**src/rtl/latch_loader_pkg.sv**
```systemverilog
// latch_loader_pkg
//   Shared definitions for the latch loader front end: the load-sequence
//   state encoding and the default timing parameters.
package latch_loader_pkg;

    // Consecutive stable cycles before a debounced input follows its raw input.
    localparam int DEFAULT_DEBOUNCE_CYCLES = 4;
    // Number of cycles the latch enable is held high.
    localparam int DEFAULT_EN_WIDTH        = 2;

    typedef enum logic [2:0] {
        ST_IDLE     = 3'd0,
        ST_SETUP    = 3'd1,
        ST_PULSE    = 3'd2,
        ST_HOLD     = 3'd3,
        ST_WAIT_REL = 3'd4
    } loader_state_t;

endpackage

```
**src/rtl/debounce.sv**
```systemverilog
// debounce
//   Filters one raw, bouncy board input. The registered output q follows raw
//   only after raw has differed from q for DEBOUNCE_CYCLES consecutive cycles;
//   any shorter excursion is discarded.
//
// Ports
//   CLK  in  clock, rising edge
//   R    in  synchronous reset, active-low (q and counter clear to 0)
//   raw  in  raw input
//   q    out debounced, registered output
module debounce
    import latch_loader_pkg::*;
#(
    parameter int DEBOUNCE_CYCLES = DEFAULT_DEBOUNCE_CYCLES
) (
    input  logic CLK,
    input  logic R,
    input  logic raw,
    output logic q
);

    localparam int CNT_W = $clog2(DEBOUNCE_CYCLES + 1);

    logic [CNT_W-1:0] cnt_q, cnt_d;
    logic             q_q, q_d;

    // The counter "reaching" DEBOUNCE_CYCLES is detected one step early, so
    // the update to q lands on the same edge the count would hit the limit.
    always_comb begin
        cnt_d = '0;
        q_d   = q_q;
        if (raw != q_q) begin
            if (cnt_q == CNT_W'(DEBOUNCE_CYCLES - 1)) begin
                q_d   = raw;
                cnt_d = '0;
            end else begin
                cnt_d = cnt_q + CNT_W'(1);
            end
        end
    end

    always_ff @(posedge CLK) begin
        if (!R) begin
            cnt_q <= '0;
            q_q   <= 1'b0;
        end else begin
            cnt_q <= cnt_d;
            q_q   <= q_d;
        end
    end

    assign q = q_q;

endmodule

```
**src/rtl/latch_loader.sv**
```systemverilog
// latch_loader
//   Drives the D/EN pins of a downstream D-latch from a bouncy data switch and
//   a bouncy load button. Each clean press captures the debounced switch onto
//   D, waits one setup cycle, raises EN for EN_WIDTH cycles, waits one hold
//   cycle, then blocks further loads until the button is released.
//
// Ports
//   CLK   in  clock, rising edge
//   R     in  synchronous reset, active-low
//   SW    in  raw data switch
//   BTN   in  raw load button, active-high
//   D     out data to the latch (changes only on capture or reset)
//   EN    out latch enable pulse (registered)
//   BUSY  out load sequence in progress (registered)
module latch_loader
    import latch_loader_pkg::*;
#(
    parameter int DEBOUNCE_CYCLES = DEFAULT_DEBOUNCE_CYCLES,
    parameter int EN_WIDTH        = DEFAULT_EN_WIDTH
) (
    input  logic CLK,
    input  logic R,
    input  logic SW,
    input  logic BTN,
    output logic D,
    output logic EN,
    output logic BUSY
);

    localparam int PCNT_W = $clog2(EN_WIDTH + 1);

    logic sw_db;
    logic btn_db;

    debounce #(
        .DEBOUNCE_CYCLES(DEBOUNCE_CYCLES)
    ) u_sw_db (
        .CLK (CLK),
        .R   (R),
        .raw (SW),
        .q   (sw_db)
    );

    debounce #(
        .DEBOUNCE_CYCLES(DEBOUNCE_CYCLES)
    ) u_btn_db (
        .CLK (CLK),
        .R   (R),
        .raw (BTN),
        .q   (btn_db)
    );

    loader_state_t     state_q;
    logic [PCNT_W-1:0] pcnt_q;
    logic              d_q;
    logic              en_q;
    logic              busy_q;

    // EN and BUSY are registered alongside the state so they always equal
    // (state == PULSE) and (state != IDLE) without any input-to-output path.
    always_ff @(posedge CLK) begin
        if (!R) begin
            state_q <= ST_IDLE;
            pcnt_q  <= '0;
            d_q     <= 1'b0;
            en_q    <= 1'b0;
            busy_q  <= 1'b0;
        end else begin
            case (state_q)
                ST_IDLE: begin
                    if (btn_db) begin
                        d_q     <= sw_db;
                        state_q <= ST_SETUP;
                        busy_q  <= 1'b1;
                    end
                end
                ST_SETUP: begin
                    state_q <= ST_PULSE;
                    en_q    <= 1'b1;
                    pcnt_q  <= '0;
                end
                ST_PULSE: begin
                    if (pcnt_q == PCNT_W'(EN_WIDTH - 1)) begin
                        state_q <= ST_HOLD;
                        en_q    <= 1'b0;
                        pcnt_q  <= '0;
                    end else begin
                        pcnt_q  <= pcnt_q + PCNT_W'(1);
                    end
                end
                ST_HOLD: begin
                    state_q <= ST_WAIT_REL;
                end
                ST_WAIT_REL: begin
                    // Holding the button never re-triggers; a release is required.
                    if (!btn_db) begin
                        state_q <= ST_IDLE;
                        busy_q  <= 1'b0;
                    end
                end
                default: begin
                    state_q <= ST_IDLE;
                    pcnt_q  <= '0;
                    en_q    <= 1'b0;
                    busy_q  <= 1'b0;
                end
            endcase
        end
    end

    assign D    = d_q;
    assign EN   = en_q;
    assign BUSY = busy_q;

endmodule

```
**config.mk**
```make
export PLATFORM = sky130hd
export DESIGN_NAME = latch_loader
export DESIGN_NICKNAME = d
export VERILOG_FILES = /design/src/rtl/latch_loader_pkg.sv /design/src/rtl/debounce.sv /design/src/rtl/latch_loader.sv
export SDC_FILE = /design/constraint.sdc
export NUM_CORES = 1
export LEC_CHECK = 0
export BUFFER_PORTS_ARGS = -buffer_cell sky130_fd_sc_hd__clkbuf_2
export CAP_MARGIN = 20
export CORE_MARGIN = 2
export CORE_UTILIZATION = 54
export DETAILED_ROUTE_END_ITERATION = 16
export HOLD_SLACK_MARGIN = 0.12
export PLACE_DENSITY = 0.74
export SLEW_MARGIN = 20
export SYNTH_ARGS = -nofsm -noshare
export SYNTH_HDL_FRONTEND = slang
export SYNTH_SLANG_ARGS = --single-unit
```
**constraint.sdc**
```tcl
create_clock -name CLK -period 1.3 [get_ports CLK]
set_input_delay 0.26 -clock CLK [delete_from_list [all_inputs] [get_ports CLK]]
set_output_delay 0.26 -clock CLK [all_outputs]
set_load 0.05 [all_outputs]
```
; ---- After elaboration in Yosys (flattened, before gate mapping)
; Cells that the tools add are included.
[totals]
reg_bits = 16
[op_classes]
n_bitwise = 5
n_addsub = 3
n_eq_ne = 12
n_mux = 11
n_reduce_logical = 11
[ops]
columns = op, count
row1 = $pmux W3 S5, 1
row2 = $eq A3 B2 Y1 const B, 4
row3 = $reduce_or A3 Y1, 4
row4 = $mux W3, 3
row5 = $reduce_and A2 Y1, 4
row6 = $add A3 B1 Y3 const B, 2
row7 = $pmux W1 S3, 2
row8 = $reduce_and A3 Y1, 2
row9 = $not A1 Y1, 5
row10 = $ne A2 B2 Y1 const B, 2
row11 = $pmux W2 S2, 1
row12 = $eq A3 B1 Y1 const B, 1
row13 = $eq A3 B3 Y1 const B, 1
row14 = $logic_not A3 Y1, 1
row15 = $mux W1, 3
row16 = $add A2 B1 Y2 const B, 1
row17 = $eq A2 B1 Y1 const B, 1
row18 = $mux W2, 1
row19 = $ne A1 B1 Y1, 2
row20 = $ne A2 B1 Y1 const B, 1

; ---- Depth between registers and ports, before layout
; Gate-level depths: netlist (run 1).
[logic_depth]
depth_word = 4
depth_mapped = 4
depth_no_buf = 4

; ---- By module
; From an unflattened synthesis (run 1), not the netlist that was laid out.
[unflattened]
cells_unflattened = 63
hier_area_um2 = 671.9
[by_module_without_submodules]
columns = mod, area_per_inst_um2, instances, cells_each, seq_area_each_um2
row1 = latch_loader, 344.1, 1, 37, 160.2
row2 = debounce, 163.9, 2, 13, 80.1

; ---- Least setup slack after synthesis (run 1)
; Ideal clock, no wire load.
[synth_path]
path_kind = register -> register
start = reg state_q[1]
end = reg d_q (netlist: D)
required_ns = 1.184
synth_period_minus_slack_ns = 1.062
setup_ns = 0.116
path_slack_ns = 0.238
stages_incl_launch_ff = 5
t_arrival_ns = 0.946
path_cell_list = dfxtp_1 -> buf_6 -> nor4b_4 -> nor2_1 -> a31o_1
[synth_via]
elab_chain_len = 2
[synth_rtl]
columns = element, line
row1 = start: declaration, latch_loader.sv:53  ; loader_state_t state_q;
row2 = start signal: assignment, latch_loader.sv:63  ; state_q <= ST_IDLE;
row3 = start signal: assignment, latch_loader.sv:73  ; state_q <= ST_SETUP;
row4 = start signal: assignment, latch_loader.sv:78  ; state_q <= ST_PULSE;
row5 = $logic_not A3 Y1, latch_loader.sv:69  ; case (state_q)
row6 = $reduce_and A2 Y1 (no source line), n/a
row7 = end signal: assignment, latch_loader.sv:72  ; d_q <= sw_db;
row8 = end: declaration, latch_loader.sv:55  ; logic d_q;
; No other way between the ends.
; A chain may end at the register's enable or synchronous reset.

; ---- Final worst setup path (run 1)
[layout_path]
start = reg en_q (netlist: EN)
end = out EN
[layout_rtl]
columns = element, line
row1 = start: declaration, latch_loader.sv:56  ; logic en_q;
row2 = start signal: assignment, latch_loader.sv:66  ; en_q <= 1'b0;
row3 = start signal: assignment, latch_loader.sv:79  ; en_q <= 1'b1;
row4 = start signal: assignment, latch_loader.sv:85  ; en_q <= 1'b0;
row5 = end: declaration, latch_loader.sv:26  ; output logic EN,
; No word-level cell between the ends.

==> impl_summary.md, run 1 <==
Finish
Once layout is complete, the cells apart from fillers number 96. From synthesis to final layout, the design area changed by 8.028%. The core utilization of the finished layout is 61.05%. The number of antenna diodes in the final layout is 0.

The share of cells above drive strength 1 is 16.05%. The final net count is 90.

Route
For this run, the detailed router's first-pass iteration total came to 1. The detailed-route vias per instance is 5.031. In the routed design, unresolved DRC markers number 0.

The routed design has 975 um of wire. The routed length per placed instance is just over 10 um. The DRC violation total after the first TritonRoute iteration is 0. The final route contains 483 vias.

The post-detailed-route count of antenna-violating nets is 0.

GRT
The first global-routing pass estimated 1518 um of wire. The number of global-route vias before repair is 360. The overall fraction of global-route tracks in use is 14.53%. After global routing the overflow that remains totals 0.

The pin count of the biggest net entering global routing is 14. The initial antenna violation count was 0.

Floorplanning
The die covers 1635 um2. The die width is 40.44 um. The region available for standard cell placement spans 1269 um2. The height of the die is 40.44 um. The initial cell density of the core is 56.51%. The number of placement rows is 13. The total I/O pin count is 7.

Worst setup path
STA classifies the critical path endpoint as an output pin. The startpoint of the lowest-slack register-to-register path is state_q[0]. The critical path's largest stage delay is 0.36 ns. The kind of cell adding the most delay to the critical path is flip-flops.

STA classifies the critical path startpoint as a flop. At the worst endpoint, the arrival time is between 0.9 and 1 ns. The highest net fanout along the worst path is 3. The number of buffer and inverter instances along the worst setup path is 1. The category of the most critical setup path is flop to output pin. The cell at the slowest stage of the critical path is dfxtp_1.

Counting cells, the worst reg-to-reg path comes to 3. Walking the worst path, the cells encountered are clkbuf_2. Across all register-to-register paths, the minimum setup slack is 0.13 ns. The worst register-to-register path ends at pcnt_q[0]. The data required time at the worst endpoint is 1.04 ns.

Yosys
After synthesis the netlist holds a flip-flop and latch count of 16. Synthesis produced 74 cells. The Yosys warning count is 0. Sequential cells were found to cover 44.68% of the synthesized design area.

In the post-synthesis netlist, the biggest area contributors are dfxtp_1 (45%), ha_1 (7.0%), nand2b_1 (4.4%), nor2b_1 (4.4%), nor2_1 (4.2%). The xor/xnor share of the synthesized area is about 3.7%. The synthesized-area fraction occupied by ao, oa, aoi and oai cells is 8.202%. Averaged over all synthesized cells, the footprint is 9.688 um2. The proportion of synthesized area in mux cells is 2.792%. The largest area contributor in the netlist is dfxtp_1. The unique cell type count in the Yosys netlist is 25.

By area, the combinational part of the netlist is dominated by simple AND/OR/NAND/NOR gates. Of the total synthesized cell area, the portion taken by AND, OR, NAND and NOR gates is 27.23%. The post-synthesis instance area is 716.9 um2. The adder-cell share of the synthesized area is 6.981%. Synthesis produced a netlist with a net count of 82.

The share of synthesized area in the top cell type comes to 44.68%.

CTS
The TritonCTS clock tree is yes. The longest clock path from root to sink contains 2 buffers. CTS built an H-tree with a depth of 1.

The clock net in this run drives a total of 16 sinks. After clock tree synthesis, the clock-pin slew on the worst setup and hold paths is 0.09 ns. The number of clock buffers added by TritonCTS is 3. The tree is rooted in a clkbuf_4. After clock tree synthesis, the repair step resized 0 gates. The quantity of hold-fixing buffers added after cts is 0. The clock insertion delay at the later pin of the skew report is 0.28 ns. The setup fix buffers added after clock tree synthesis is 0.

Timing
The count of final hold-check violations is 0. The worst clock skew is 0.003904 ns. The transition time at the pin with the least slew margin is 0.3744 ns. Derived from the worst setup path, the maximum achievable clock frequency is 837.6 MHz.

The smallest setup slack after layout is 0.1062 ns. The count of final setup violators is 0. Of the available clock period, the critical path in the final layout requires 91.83%. The final sum of negative setup slack is 0 ns. The clock period minus final worst setup slack is about 1.2 ns. Setup repair after global routing left no endpoint under its margin. The headroom to the max-slew limit is 75.01%.

The max-slew violation count is 0.

Power and ir drop
The power per standard cell area is 1151 nW/um2. The peak supply drop is 0.6098 mV. The design draws 0.0008914 W. The total leakage power is 0.3217 nW.

Placement
The routability congestion estimate from global placement is 0.7545. OpenSTA, run right after detailed placement, puts the worst setup slack at 0.1324 ns. The sum of net half-perimeters after detailed placement is 718.7 um. The count of buffers added on input and output ports is 6. The number of placed instances, taps included, is 92.

Hold path
The worst hold path class is primary input to flop. In this run the most critical hold path is launched from BTN. The end of the worst hold path is u_btn_db.q. The worst hold path passes through 3 cells.

Run
The tool flagged a number of max-cap violations equal to 0.

Status
The flow ran to the end, and the final reports show no timing, DRC or antenna violations.
-- per-stage QoR --
stage	hold WS, ns	instance area [um2]
finish	0.2800	774.5
floorplan	0.3992	716.9
global placement	0.4085	738.2
detailed placement	0.4172	738.2
global route	0.2858	774.5
CTS	0.2763	774.5
-- cells in the final DEF, fill, tap and decap left out, drive strengths merged --
cell / netlist / layout
xnor2: 1 / 1
nand2: 4 / 4
and3: 1 / 1
o21a: 2 / 2
dfxtp: 16 / 16
a31o: 1 / 1
nand2b: 5 / 5
clkbuf: 0 / 10
mux2i: 2 / 2
nor4b: 1 / 1
nor3b: 1 / 1
a21oi: 2 / 2
nand3b: 3 / 3
nor2b: 5 / 5
a21boi: 1 / 1
inv: 5 / 5
nor3: 2 / 2
o21ai: 1 / 1
nor2: 8 / 8
o22ai: 1 / 1
and2b: 2 / 2
xor2: 2 / 2
a31oi: 1 / 1
ha: 4 / 4
-- routing by layer --
metal / vias to the layer above / wire (um) / GRT usage (%)
met5: - / 0 / 0
met4: 0 / 14 / 10.00
met3: 2 / 31 / 3.333
met2: 5 / 441 / 18.65
met1: 218 / 489 / 20.96
li1: 258 / - / -
-- kinds of logic (layout without fill, tap and decap cells) --
kind of cell	Yosys count	in the layout
xor gates and xnor gates	3	3
buffers and inverters	8	15
adders and majority gates	4	4
AOI/OAI and AO/OA	9	9
DFF	16	16
muxes	2	2
and+or+nand+nor	32	32
-- worst reg2reg max path, stage by stage, from the launching register on --
cell and delay (ns):
dfxtp_1 0.55, nor2b_1 0.15, and2b_2 0.22, o21a_1 0.16
-- synthesized netlist by cell type --
library cell  count
nand2_1           4
o22ai_1           1
buf_6             2
nor3_1            2
ha_1              4
nor3b_1           1
xnor2_1           1
and2b_2           2
nor4b_4           1
nor2b_1           5
nand3b_1          3
inv_1             5
o21ai_0           1
a31o_1            1
mux2i_1           2
buf_2             1
dfxtp_1          16
xor2_1            2
nor2_1            8
a31oi_1           1
a21boi_0          1
nand2b_1          5
o21a_1            2
and3_1            1
a21oi_1           2
-- where the power goes --
| part | total, W | internal, W | switching, W |
|---|---|---|---|
| sequential | 0.000508 | 0.000501 | 0.00000691 |
| combinational | 0.0000588 | 0.0000226 | 0.0000362 |
| clock | 0.000324 | 0.000170 | 0.000154 |
-- worst max-delay path by stage --
stage	start	slack (ns)	to	cells past startpoint
2_1_floorplan	state_q[1]	0.24	D	4
3_3_place_gp	state_q[0]	0.15	pcnt_q[0]	3
3_5_place_dp	state_q[0]	0.13	pcnt_q[0]	3
4_1_cts	EN	0.09	EN	1
5_1_grt	state_q[0]	0.04	pcnt_q[0]	3
6_report	EN	0.11	EN	1
-- flip-flops by register name, indices dropped and copies added, names as in the netlist --
register	cells
u_sw_db.q	1
D	1
BUSY	1
u_sw_db.cnt_q	3
pcnt_q	2
u_btn_db.cnt_q	3
state_q	3
u_btn_db.q	1
EN	1
-- final cells by class --
cell class              count  area (um2)
clock buffers               4       36.28
fillers                   115       494.2
inverters                   5       18.77
multi-input cells          50       350.3
flip-flops and latches     16       320.3
well taps                  15       18.77
repair buffers              6       30.03
(Power assumes the default switching activity.)
==> run 2, diff against run 1 <==
Settings changed: CORE_AREA set to 2 2 39 41, CORE_MARGIN 2 to not set, CORE_UTILIZATION 54 to not set, DIE_AREA set to 0 0 41 43.
Clock period 1.3 ns to 1.46 ns, I/O delays scaled along.
==> impl_summary.md, run 2 (same netlist as run 1, synthesis figures left out) <==
Finish
The count of placed standard cells in the final layout, fillers left out is 97 (was 96). The share of cells above drive strength 1 is 16.05% (unchanged). The final net count is 90 (unchanged).

Largest registers: state_q x3, u_btn_db.cnt_q x3, u_sw_db.cnt_q x3 (unchanged). The count of antenna diodes in the layout is 0 (unchanged). Highest-count cells in the layout ignoring fill and taps: dfxtp_1 (16), nor2_1 (8), clkbuf_2 (6) (unchanged). The layout overhead on the synthesized area is 8.202% (was 8.028%).

The commonest non-fill, non-tap cell in the layout is dfxtp_1 (unchanged).

Worst setup path
The nature of the critical path endpoint is an output pin (unchanged). The arrival time at the worst endpoint is 0.91 ns (was 0.93 ns). The data required time at the worst endpoint is 1.17 ns (was 1.04 ns). The critical path's largest stage delay was 0.36 ns (about the same). The register-to-register setup slack is 0.29 ns (was 0.13 ns).

Cell-by-cell trace of the critical path: clkbuf_2 (unchanged). The number of buffer and inverter instances along the worst setup path was 1 (unchanged). The highest net fanout along the worst path is 3 (unchanged). The cell at the slowest stage of the critical path is dfxtp_1 (unchanged). The type of element launching the critical path was a flop (unchanged). The category of the most critical setup path was flop to output pin (unchanged). The kind of cell adding the most delay to the critical path was flip-flops (unchanged).

GRT
The initial antenna violation count was 0 (unchanged). The aggregate global routing overflow is 0 (unchanged). The pin count of the biggest net entering global routing is 14 (unchanged). The number of global-route vias before repair is 414 (was 360). The overall fraction of global-route tracks in use is 14.04% (was 14.53%). The global-route wire length before repair is 1669 um (was 1518 um).

Route
The routed length per placed instance was 9.773 um (was 10.16 um). The detailed-route vias per instance came to 5.041 (was 5.031). The total number of vias is 489 (was 483).

The number of remaining DRC errors is 0 (unchanged). The total detailed-routing wirelength is 948 um (was 975 um). The DRC violation total after the first TritonRoute iteration was 12 (was 0). The number of iterations in the first detailed-routing pass is 4 (was 1). The post-detailed-route count of antenna-violating nets is 0 (unchanged).

CTS
The clock insertion delay at the later pin of the skew report is 0.27 ns (was 0.28 ns). The TritonCTS clock tree is yes (unchanged). The CTS buffer count is 3 (unchanged).

The setup fix buffers added after clock tree synthesis came to 0 (unchanged). The number of H-tree branching levels was 1 (unchanged). The clock transition time at the flip-flop clock pins of the worst setup and hold paths is 0.09 ns (about the same). The sink count of the clock tree is 16 (unchanged). The count of cells resized by post-cts repair is 0 (unchanged). The maximum buffer depth of the clock tree is 2 (unchanged). The CTS root buffer is clkbuf_4 (unchanged). The quantity of hold-fixing buffers added after cts is 0 (unchanged).

Floorplanning
The number of placement rows was 14 (was 13). The height of the die is 43 um (was 40.44 um). The placeable core area is 1384 um2 (was 1269 um2).

The initial cell density of the core is 51.81% (was 56.51%). The die width came to 41 um (was 40.44 um). The area enclosed by the die boundary was 1763 um2 (was 1635 um2).

The total I/O pin count was 7 (unchanged).

Power and ir drop
The peak supply drop is 0.8009 mV (was 0.6098 mV). The overall power consumption is 0.0007836 W (was 0.0008914 W). The power per standard cell area is 1010 nW/um2 (was 1151 nW/um2). The total leakage power is 0.3217 nW (unchanged).

Timing
The final sum of negative setup slack is 0 ns (unchanged). The max-slew violation count is 0 (unchanged). The transition time at the pin with the least slew margin is 0.3780 ns (was 0.3744 ns). RSZ-0062 raised after global routing: false (unchanged).

The routed design could run at a clock period as short as 1.200 ns. The count of final setup violators is 0 (unchanged). Derived from the worst setup path, the maximum achievable clock frequency is about 830 MHz.

The count of final hold-check violations is 0 (unchanged). The headroom to the max-slew limit came to 74.77% (was 75.01%). The worst clock skew is 0.0004515 ns (was 0.003904 ns).

The share of the clock period used by the worst path is roughly 82%.

Placement
The routability congestion estimate from global placement is 0.7240 (was 0.7545). The instance count after placement with tap cells included was 93 (was 92). The port buffer count was 6 (unchanged). The sum of net half-perimeters after detailed placement is 741.9 um (was 718.7 um).

Hold path
The worst hold path class is primary input to flop (unchanged).

Run
The number of max-capacitance violations reported is 0 (unchanged).

Status
Result of the run: complete, no violations (unchanged).
## run 2: where the power goes
part / switching (W) / internal (W) / leakage, nW / total, W
clock network: 0.000127 / 0.000151 / 0.0210 / 0.000278
logic: 0.0000331 / 0.0000203 / 0.171 / 0.0000534
registers: 0.00000584 / 0.000446 / 0.130 / 0.000452
total: 0.000166 / 0.000618 / 0.322 / 0.000784
## run 2: through the flow
stage	utilization [%]	instance area (um2)	worst slack, ns	hold WS (ns)
final	56.06	775.7	0.2595	0.3146
after global routing	56.06	775.7	0.2143	0.3233
after CTS	56.06	775.7	0.2522	0.3129
after detailed placement	53.44	739.5	0.2802	0.4113
after global placement	53.44	739.5	0.3096	0.4077
after floorplan	-	716.9	0.3982	0.3992
## run 2: final cells by class
| class | instances | area, um2 |
|---|---|---|
| multi-input combinational | 50 | 350.3 |
| inverter | 5 | 18.77 |
| fill | 119 | 608.1 |
| tap | 16 | 20.02 |
| timing repair buffer | 6 | 30.03 |
| sequential | 16 | 320.3 |
| clock buffer | 4 | 36.28 |
## run 2: path summary, 6_finish.rpt
check	start	to	cells past startpoint
max	EN	EN	1
min	BTN	u_btn_db.q	3
max reg2reg	state_q[1]	D	3
min reg2reg	u_sw_db.cnt_q[0]	u_sw_db.cnt_q[0]	1
## run 2: metal layers
layer | up-vias | global-route usage, % | share of wire, %
li1 | 257 | - | -
met1 | 226 | 19.46 | 46
met2 | 4 | 19.38 | 49
met3 | 2 | 4.712 | 2.4
met4 | 0 | 6.000 | 1.6
met5 | - | 0 | 0
==> run 3, diff against run 2 <==
Settings changed: ABC_AREA set to 1, PLACE_DENSITY 0.74 to 0.68.
Clock period 1.46 ns to 1.2 ns, I/O delays scaled along.
==> impl_summary.md, run 3 <==
Finish
The share of cells above drive strength 1 is 24.44% (was 16.05%). The count of antenna diodes in the layout was 0 (unchanged). Largest registers: state_q x3, u_btn_db.cnt_q x3, u_sw_db.cnt_q x3 (unchanged). The layout overhead on the synthesized area is 17.51% (was 8.202%). Highest-count cells in the layout ignoring fill and taps: dfxtp_1 (14), inv_1 (12), nor2_1 (12), nand2_1 (12), a21oi_1 (8) (was dfxtp_1 (16), nor2_1 (8), clkbuf_2 (6)). The commonest non-fill, non-tap cell in the layout is dfxtp_1 (unchanged).

The count of placed standard cells in the final layout, fillers left out is 106 (was 97). The final net count is 100 (was 90).

Worst setup path
The nature of the critical path endpoint is an output pin (unchanged). The number of buffer and inverter instances along the worst setup path came to 1 (unchanged). The cell at the slowest stage of the critical path is dfxtp_1 (unchanged). The kind of cell adding the most delay to the critical path is flip-flops (unchanged). The data required time at the worst endpoint is 0.96 ns (was 1.17 ns). The type of element launching the critical path is a flop (unchanged).

The category of the most critical setup path is flop to output pin (unchanged). The critical path's largest stage delay is 0.34 ns (was 0.36 ns). The highest net fanout along the worst path is 2 (was 3). Cell-by-cell trace of the critical path: clkbuf_2 (unchanged). The arrival time at the worst endpoint is 0.90 ns (was 0.91 ns).

Yosys
The synthesized-area fraction occupied by and/or/nand/nor cells is 22.37% (was 27.23%). The synthesized net count is 89 (was 82). The number of flip-flops and latches in the synthesized netlist is 16 (unchanged). The synthesized-area fraction occupied by ao, oa, aoi and oai cells was 12.45% (was 8.202%). The dominant synthesized flop cell is dfxtp_1 (unchanged). The largest area contributor in the netlist is dfxtp_1 (unchanged). The most frequently used cell type in the post-synthesis netlist is dfxtp_1 (unchanged). The combinational family with the most area after synthesis is simple AND/OR/NAND/NOR gates (unchanged). The proportion of synthesized area in mux cells is 0% (was 2.792%). The fraction of synthesis flops using an asynchronous set or reset pin came to 0% (unchanged). The number of instances in the synthesized netlist came to 81 (was 74).

The unique cell type count in the Yosys netlist is 12 (was 25). The sequential share of the synthesized area is 49.81% (was 44.68%). The top-area cell type share of the netlist area is 49.81% (was 44.68%). The adder-cell share of the synthesized area is 7.782% (was 6.981%). Synth top area cells: dfxtp_1 (50%), a21oi_1 (7.8%), ha_1 (7.8%), inv_1 (7.0%), nand2_1 (7.0%) (was dfxtp_1 (45%), ha_1 (7.0%), nand2b_1 (4.4%), nor2b_1 (4.4%), nor2_1 (4.2%)). Most frequent cells after synthesis: dfxtp_1 (16), inv_1 (12), nand2_1 (12), nor2_1 (12), a21oi_1 (10) (was dfxtp_1 (16), nor2_1 (8), inv_1 (5), nand2b_1 (5), nor2b_1 (5)). The Yosys warning count is 0 (unchanged). The xor/xnor share of the synthesized area was 0% (was 3.665%). The average instance area after synthesis is 7.940 um2 (was 9.688 um2).

The post-synthesis instance area came to 643.1 um2 (was 716.9 um2). The number of flops mapped to enable cells by yosys is 0 (unchanged).

CTS
The CTS buffer count is 3 (unchanged). The clock transition time at the flip-flop clock pins of the worst setup and hold paths came to 0.08 ns (was 0.09 ns). The TritonCTS clock tree is yes (unchanged). The count of cells resized by post-cts repair is 0 (unchanged). The number of H-tree branching levels is 1 (unchanged). The setup fix buffers added after clock tree synthesis is 0 (unchanged).

The quantity of hold-fixing buffers added after cts is 0 (unchanged). The CTS root buffer is clkbuf_4 (unchanged). The clock insertion delay at the later pin of the skew report is 0.28 ns (was 0.27 ns). The sink count of the clock tree is 16 (unchanged). The maximum buffer depth of the clock tree came to 2 (unchanged).

Power and ir drop
The peak supply drop was 0.6320 mV (was 0.8009 mV). The total leakage power came to 0.3023 nW (was 0.3217 nW). The power per standard cell area is 1415 nW/um2 (was 1010 nW/um2).

Route
The number of remaining DRC errors is 0 (unchanged). The total number of vias came to 517 (was 489). The post-detailed-route count of antenna-violating nets is 0 (unchanged).

The DRC violation total after the first TritonRoute iteration is 10 (was 12). The detailed-route vias per instance is 4.877 (was 5.041). The number of iterations in the first detailed-routing pass was 4 (unchanged). The total detailed-routing wirelength was 1092 um (was 948 um). The routed length per placed instance is 10.30 um (was 9.773 um).

Status
Result of the run: complete, no violations (unchanged).

Floorplanning
The total I/O pin count is 7 (unchanged). The number of placement rows is 14 (unchanged). The height of the die came to 43 um (unchanged). The area enclosed by the die boundary came to 1763 um2 (unchanged). The initial cell density of the core came to 46.47% (was 51.81%). The placeable core area is 1384 um2 (unchanged).

The die width is 41 um (unchanged).

GRT
The number of global-route vias before repair was 447 (was 414). The overall fraction of global-route tracks in use was 15.48% (was 14.04%). The global-route wire length before repair came to 1718 um (was 1669 um). The pin count of the biggest net entering global routing was 9 (was 14).

The initial antenna violation count is 0 (unchanged). The aggregate global routing overflow is 0 (unchanged).

Timing
The transition time at the pin with the least slew margin was 0.2818 ns (was 0.3780 ns). RSZ-0062 raised after global routing: false (unchanged). The count of final setup violators is 0 (unchanged). The count of final hold-check violations came to 0 (unchanged).

The worst path needs approximately 1.1 ns of the cycle, external delays included. The worst clock skew is 0.004839 ns (was 0.0004515 ns). Based on the critical path, the design can be clocked at up to roughly 900 MHz.

The headroom to the max-slew limit is 81.13% (was 74.77%). The max-slew violation count is 0 (unchanged). The smallest setup slack after layout was 0.05618 ns (was 0.2595 ns). The final sum of negative setup slack came to 0 ns (unchanged).

The share of the clock period used by the worst path is 95.32%. The worst hold margin is 0.2179 ns (was 0.3146 ns).

Placement
The instance count after placement with tap cells included is 103 (was 93). The port buffer count is 6 (unchanged). The sum of net half-perimeters after detailed placement is 800.3 um (was 741.9 um).

The routability congestion estimate from global placement is 0.7631 (was 0.7240). The worst slack at placement is 0.05916 ns (was 0.2802 ns).

Run
The number of max-capacitance violations reported came to 0 (unchanged).

Hold path
The worst hold path class is primary input to flop (unchanged).
-- run 3: cell count changes in the layout (fill, tap and decap cells not counted), moves of 3 or more --
cell	previous run	this run
nand2_1	4	12
inv_1	5	12
a21oi_1	2	8
nand2b_1	5	0
nand3_1	0	5
nor2b_1	5	0
ha_1	4	0
nor2_1	8	12
nand3b_1	3	0
nor2_2	0	3
-- run 3: logic make-up after synthesis --
logic type	Yosys count
compound gates	15
fa+ha+maj	4
buf+inv	13
simple gates	33
flops	16
-- run 3: layout make-up --
type | count | area, um2
Fill cell | 135 | 628.1
Tap cell | 16 | 20.02
Multi-Input combinational cell | 52 | 311.5
Inverter | 13 | 48.80
Sequential cell | 16 | 322.8
Timing Repair Buffer | 6 | 30.03
Clock buffer | 3 | 22.52
-- run 3: layer usage --
metal / track usage (%) / part of all wire (%) / routed length, um / up-vias
li1: - / - / - / 276
met1: 17.85 / 46 / 500 / 232
met2: 21.56 / 47 / 518 / 5
met3: 4.712 / 2.7 / 29 / 4
met4: 14.00 / 3.9 / 43 / 0
met5: 0 / 0 / 0 / -
-- run 3: power breakdown --
part / internal [W] / switching [W]
combinational: 0.0000714 / 0.000135
sequential: 0.000567 / 0.0000306
clock: 0.000117 / 0.000149
-- run 3: final timing paths --
| check | endpoint | slack [ns] | start | depth (start not counted) |
|---|---|---|---|---|
| hold reg to reg | u_sw_db.cnt_q[0] | 0.40 | u_sw_db.cnt_q[0] | 1 |
| setup / recovery | D | 0.06 | D | 1 |
| hold / removal | u_sw_db.q | 0.22 | SW | 3 |
| setup reg to reg | u_sw_db.cnt_q[0] | 0.11 | u_sw_db.cnt_q[0] | 5 |
-- run 3: worst reg2reg max path, delay by kind of cell, from the launching register on --
family	cells	cell delay (ns)
fa+ha+maj	2	0.35
flops	1	0.33
compound gates	2	0.23
simple gates	1	0.13
-- run 3: metrics by stage --
stage	util, %	total power (W)	instance area, um2
floorplan	-	0.0007670	643.1
global placement	50.09	0.0008068	693.2
detailed placement	50.09	0.0008128	693.2
CTS	51.72	0.001081	715.7
global route	54.61	0.001127	755.7
finish	54.61	0.001070	755.7
